### config.mk
export PLATFORM = sky130hd
export DESIGN_NAME = channel_fifo
export DESIGN_NICKNAME = d
export VERILOG_FILES = /design/src/rtl/channel_fifo_pkg.sv /design/src/rtl/channel_fifo.sv
export SDC_FILE = /design/constraint.sdc
export NUM_CORES = 1
export LEC_CHECK = 0
export BUFFER_PORTS_ARGS = -buffer_cell sky130_fd_sc_hd__buf_2
export CAP_MARGIN = 20
export CORE_UTILIZATION = 30
export CTS_BUF_LIST = sky130_fd_sc_hd__clkbuf_8 sky130_fd_sc_hd__clkbuf_16
export DETAILED_ROUTE_END_ITERATION = 10
export MAX_ROUTING_LAYER = met4
export PLACE_DENSITY = 0.51
export SLEW_MARGIN = 20
export SYNTH_ARGS = -nofsm -noshare
export SYNTH_HDL_FRONTEND = slang
export SYNTH_SLANG_ARGS = --single-unit
### constraint.sdc
create_clock -name clk -period 2 [get_ports clk]
set_input_delay 0.2 -clock clk [delete_from_list [all_inputs] [get_ports clk]]
set_output_delay 0.2 -clock clk [all_outputs]
set_load 0.1 [all_outputs]
### src/rtl/channel_fifo_pkg.sv
// Shared router sizing: payload/address split of a flit, port count and
// the receive-buffer depth used when the router top builds its FIFOs.
package channel_fifo_pkg;

  localparam int unsigned PAYLOAD_SIZE = 8;
  localparam int unsigned ADDR_BITS    = 4;
  localparam int unsigned DIRECTIONS   = 5;
  localparam int unsigned FIFO_DEPTH   = 4;
  localparam int unsigned ITEM_WIDTH   = PAYLOAD_SIZE + ADDR_BITS;

  typedef enum logic [2:0] {
    DIR_N = 3'd0,
    DIR_E = 3'd1,
    DIR_S = 3'd2,
    DIR_W = 3'd3,
    DIR_L = 3'd4
  } dir_e;

  typedef struct packed {
    logic [PAYLOAD_SIZE-1:0] payload;
    logic [ADDR_BITS-1:0]    addr;
  } item_t;

  // Destination field of a flit; the routing table indexes on this.
  function automatic logic [ADDR_BITS-1:0] item_addr(input item_t it);
    return it.addr;
  endfunction

endpackage

### src/rtl/channel_fifo.sv
// Per-direction first-word-fall-through receive buffer feeding the routing stage.
// The head item is presented combinationally so routing lookup and pop share a cycle.
module channel_fifo
  import channel_fifo_pkg::*;
#(
  parameter int unsigned WIDTH    = ITEM_WIDTH,
  parameter int unsigned DEPTH    = FIFO_DEPTH,
  parameter int unsigned PTR_BITS = $clog2(DEPTH)
) (
  input  logic                clk,
  input  logic                reset,
  input  logic [WIDTH-1:0]    item_in,
  input  logic                ena,
  output logic                busy,
  output logic [WIDTH-1:0]    item_out,
  output logic                empty,
  input  logic                read,
  output logic [PTR_BITS:0]   count,
  output logic                overflow
);

  localparam int unsigned CNT_BITS = PTR_BITS + 1;

  logic [WIDTH-1:0]    r_mem [DEPTH];
  logic [PTR_BITS-1:0] r_wr_ptr;
  logic [PTR_BITS-1:0] r_rd_ptr;
  logic [CNT_BITS-1:0] r_count;
  logic                r_overflow;

  logic                w_wr;
  logic                w_rd;
  logic                w_empty;
  logic                w_full;
  logic [CNT_BITS-1:0] w_count_nxt;

  // Flow-control flags come from the registered count only.
  assign w_empty = (r_count == CNT_BITS'(0));
  assign w_full  = (r_count == CNT_BITS'(DEPTH));
  assign w_wr    = ena & ~w_full;
  assign w_rd    = read & ~w_empty;

  always_comb begin
    w_count_nxt = r_count;
    unique case ({w_wr, w_rd})
      2'b10:   w_count_nxt = r_count + CNT_BITS'(1);
      2'b01:   w_count_nxt = r_count - CNT_BITS'(1);
      default: w_count_nxt = r_count;
    endcase
  end

  always_ff @(posedge clk) begin
    if (!reset) begin
      r_wr_ptr   <= '0;
      r_rd_ptr   <= '0;
      r_count    <= '0;
      r_overflow <= 1'b0;
    end else begin
      if (w_wr) r_wr_ptr <= r_wr_ptr + PTR_BITS'(1);
      if (w_rd) r_rd_ptr <= r_rd_ptr + PTR_BITS'(1);
      r_count <= w_count_nxt;
      // Sticky: a flit offered while full is lost for good.
      if (ena && w_full) r_overflow <= 1'b1;
    end
  end

  // Storage needs no reset; stale entries are never visible past the pointers.
  always_ff @(posedge clk) begin
    if (w_wr) r_mem[r_wr_ptr] <= item_in;
  end

  assign item_out = w_empty ? '0 : r_mem[r_rd_ptr];
  assign empty    = w_empty;
  assign busy     = w_full;
  assign count    = r_count;
  assign overflow = r_overflow;

endmodule

==> impl_metrics.py <==
metrics = {
    "status": {
        "run_status": "completed",
    },
    "timing": {
        "final-setup-viol-count": 0,
        "fin_worst_skew_ps": 8.34,
        "timing.slew.headroom_pct": 67.7,
        "max_freq_mhz": 517,
        "slew_violations": 0,
        "min_period_ps": 1940,
        "fin_crit_sh_pct": 96.8,
        "rsz0062_at_grt": "yes",
        "tns_ps": 0,
        "hold_violations": 0,
        "worst_pin_slew_ps": 487,
    },
    "setup_path": {
        "path_class": "reg2reg",
        "cp.required_ps": 2250,
        "critPathLaunchType": "register",
        "crit_fanout": 5,
        "cp-end-kind": "register",
        "cp.arrival_ps": 2190,
    },
    "logic_synthesis": {
        "yosys_most_used_dff": "edfxtp_1",
        "syn-num-nets": 154,
        "yosys.area.top_type": "edfxtp_1",
        "yosys_warnings": 0,
        "synthCells": 132,
        "yosysSeqAreaShare_pct": 67.7,
        "ys_async_sr_fraction_pct": 0,
        "synth_area_per_cell_sq_um": 18.4,
        "ys_top_cells_by_count": "48 x edfxtp_1, 10 x dfxtp_1, 10 x mux4_2, 10 x nor2b_4, 7 x nand2_1",
        "synth_most_common_cell": "edfxtp_1",
        "synth_area_leaders": "edfxtp_1 59%, mux4_2 9.3%, dfxtp_1 8.3%",
        "ys_ff_latch": 58,
        "yosysTopAreaCellShare_pct": 59.4,
        "synth-edff-count": 48,
        "synth.distinct_cells": 26,
        "synth_area_sq_um": 2420,
    },
    "grt": {
        "top_usage_layer": "met2",
        "grt_pass1_vias": 1390,
        "grt_antenna_before_repair": 0,
        "grtUsageMet1_pct": 12.3,
        "overflow": 0,
        "use_met2_pct": 19.8,
        "gr-usage-all-layers_pct": 12.0,
        "grt_pass1_wl_um": 6980,
        "use_met3_pct": 6.30,
        "grt_start_max_net_pins": 17,
    },
    "layout": {
        "antenna_cells": 0,
        "drive_above_1_share_pct": 48.9,
        "syn2layout_area_growth_pct": 24.3,
        "nets": 200,
        "nFillCells": 728,
    },
    "route": {
        "vias": 1241,
        "final_antenna_net_count": 0,
        "vias_per_cell": 4.37,
        "drt-total-wl_um": 4280,
        "route.detailed.drc": 0,
        "avgRoutedWirePerCell_um": 15.1,
        "drt_iter0_markers": 41,
        "drt_pass1_iterations": 6,
    },
    "cts": {
        "clock_sinks": 58,
        "clockBufferDepth": 2,
        "cts_hold_buf": 0,
        "cts_root_buf": "clkbuf_8",
        "clock_latency_ps": 330,
        "tritoncts": "built",
        "h-tree-depth": 3,
        "path_clk_slew_ps": 60,
        "numCtsBuffers": 9,
    },
    "placement": {
        "gp_congestion": 0.740,
        "io_buffers": 33,
        "dp_hpwl_um": 2870,
    },
    "die": {
        "dieWidth_um": 91.9,
        "fp.dieArea_sq_um": 8450,
        "core_sq_um": 7770,
        "rows": 32,
        "start_util_pct": 31.2,
        "io_pins": 34,
        "die_y_um": 91.9,
    },
    "job": {
        "cap_viol_max_count": 0,
    },
    "worst_hold_path": {
        "hold_path.class": "in2reg",
    },
}
-- area by class of cell --
cell class / instances / area (sq um) / share of cell area (%)
tap: 102 / 128 / 4.24
multi-input combinational: 63 / 764 / 25.4
clock buffer: 9 / 124 / 4.11
clock inverter: 6 / 25.0 / 0.831
sequential: 58 / 1650 / 54.9
timing repair buffer: 40 / 295 / 9.80
inverter: 6 / 22.5 / 0.748
-- what timing repair did --
item	CTS	global route
pin swaps	0	1
buffers inserted	0	1
resized for setup	20	5
endpoints found under the setup margin	12	12
hold endpoints to repair	0	0
-- through the flow --
stage	instances	util, %	setup WS (ps)	area, sq um	hold slack (ps)
CTS	283	38.5	0.921	2990	73.4
global route	284	38.8	-48.5	3010	68.1
detailed placement	268	35.8	35.0	2780	421
global placement	268	35.8	119	2780	415
finish	284	38.8	64.2	3010	93.0
floorplan	132	-	-926	2460	299
-- cells by family after synthesis --
kind of cell    after synthesis  share of synthesized area, %
compound gates                8                          1.86
xor+xnor                      2                         0.723
fa+ha+maj                     6                          3.41
buf+inv                      11                          2.27
flops                        58                          67.7
mux                          14                          12.3
simple gates                 33                          11.8
-- flip-flops by register name, indices dropped and copies added (netlist names), named ones only --
signal and cells:
r_mem 48, count 3, r_rd_ptr 2, r_wr_ptr 2, overflow 1
-- worst max-delay path, stage by stage (launching register included) --
cell and delay, ps:
dfxtp_4 370, nor3b_4 230, nor2b_2 80, inv_2 70, ha_4 130, inv_2 30
fa_2 330, xor2_1 170, or3_1 320, a21boi_1 130
-- path summary, 6_finish.rpt --
path                            startpoint               endpoint  slack (ps)  cells past startpoint
setup reg to reg     count[2]$_SDFFE_PN0P_  count[2]$_SDFFE_PN0P_          60                      9
hold reg to reg   r_rd_ptr[0]$_SDFFE_PN0P_               register         490                      2
hold / removal                  item_in[6]  r_mem[3][6]$_DFFE_PP_          90                      1
setup / recovery     count[2]$_SDFFE_PN0P_  count[2]$_SDFFE_PN0P_          60                      9
-- cells in the final DEF, fill, tap and decap left out, types with 3 or more instances in the layout --
cell type / n
o21ai_0: 3
dfxtp_1: 6
nor2b_4: 10
buf_4: 7
inv_1: 4
clkbuf_8: 9
dfxtp_4: 3
nand2_1: 7
buf_2: 22
edfxtp_1: 48
ha_1: 4
buf_6: 10
mux4_2: 10
and2_2: 4
nor2b_2: 4
clkinv_1: 4
-- metal layers --
metal / part of all wire (%) / vias up / wire length (um)
met2: 51 / 34 / 2190
li1: - / 588 / -
met1: 43 / 617 / 1840
met4: 0.23 / 0 / 10
met3: 5.5 / 2 / 234
met5: 0 / - / 0
Power is left out: the tool's default activity adds up to more than one toggle a clock period on the data nets, which glitch-free logic cannot reach.
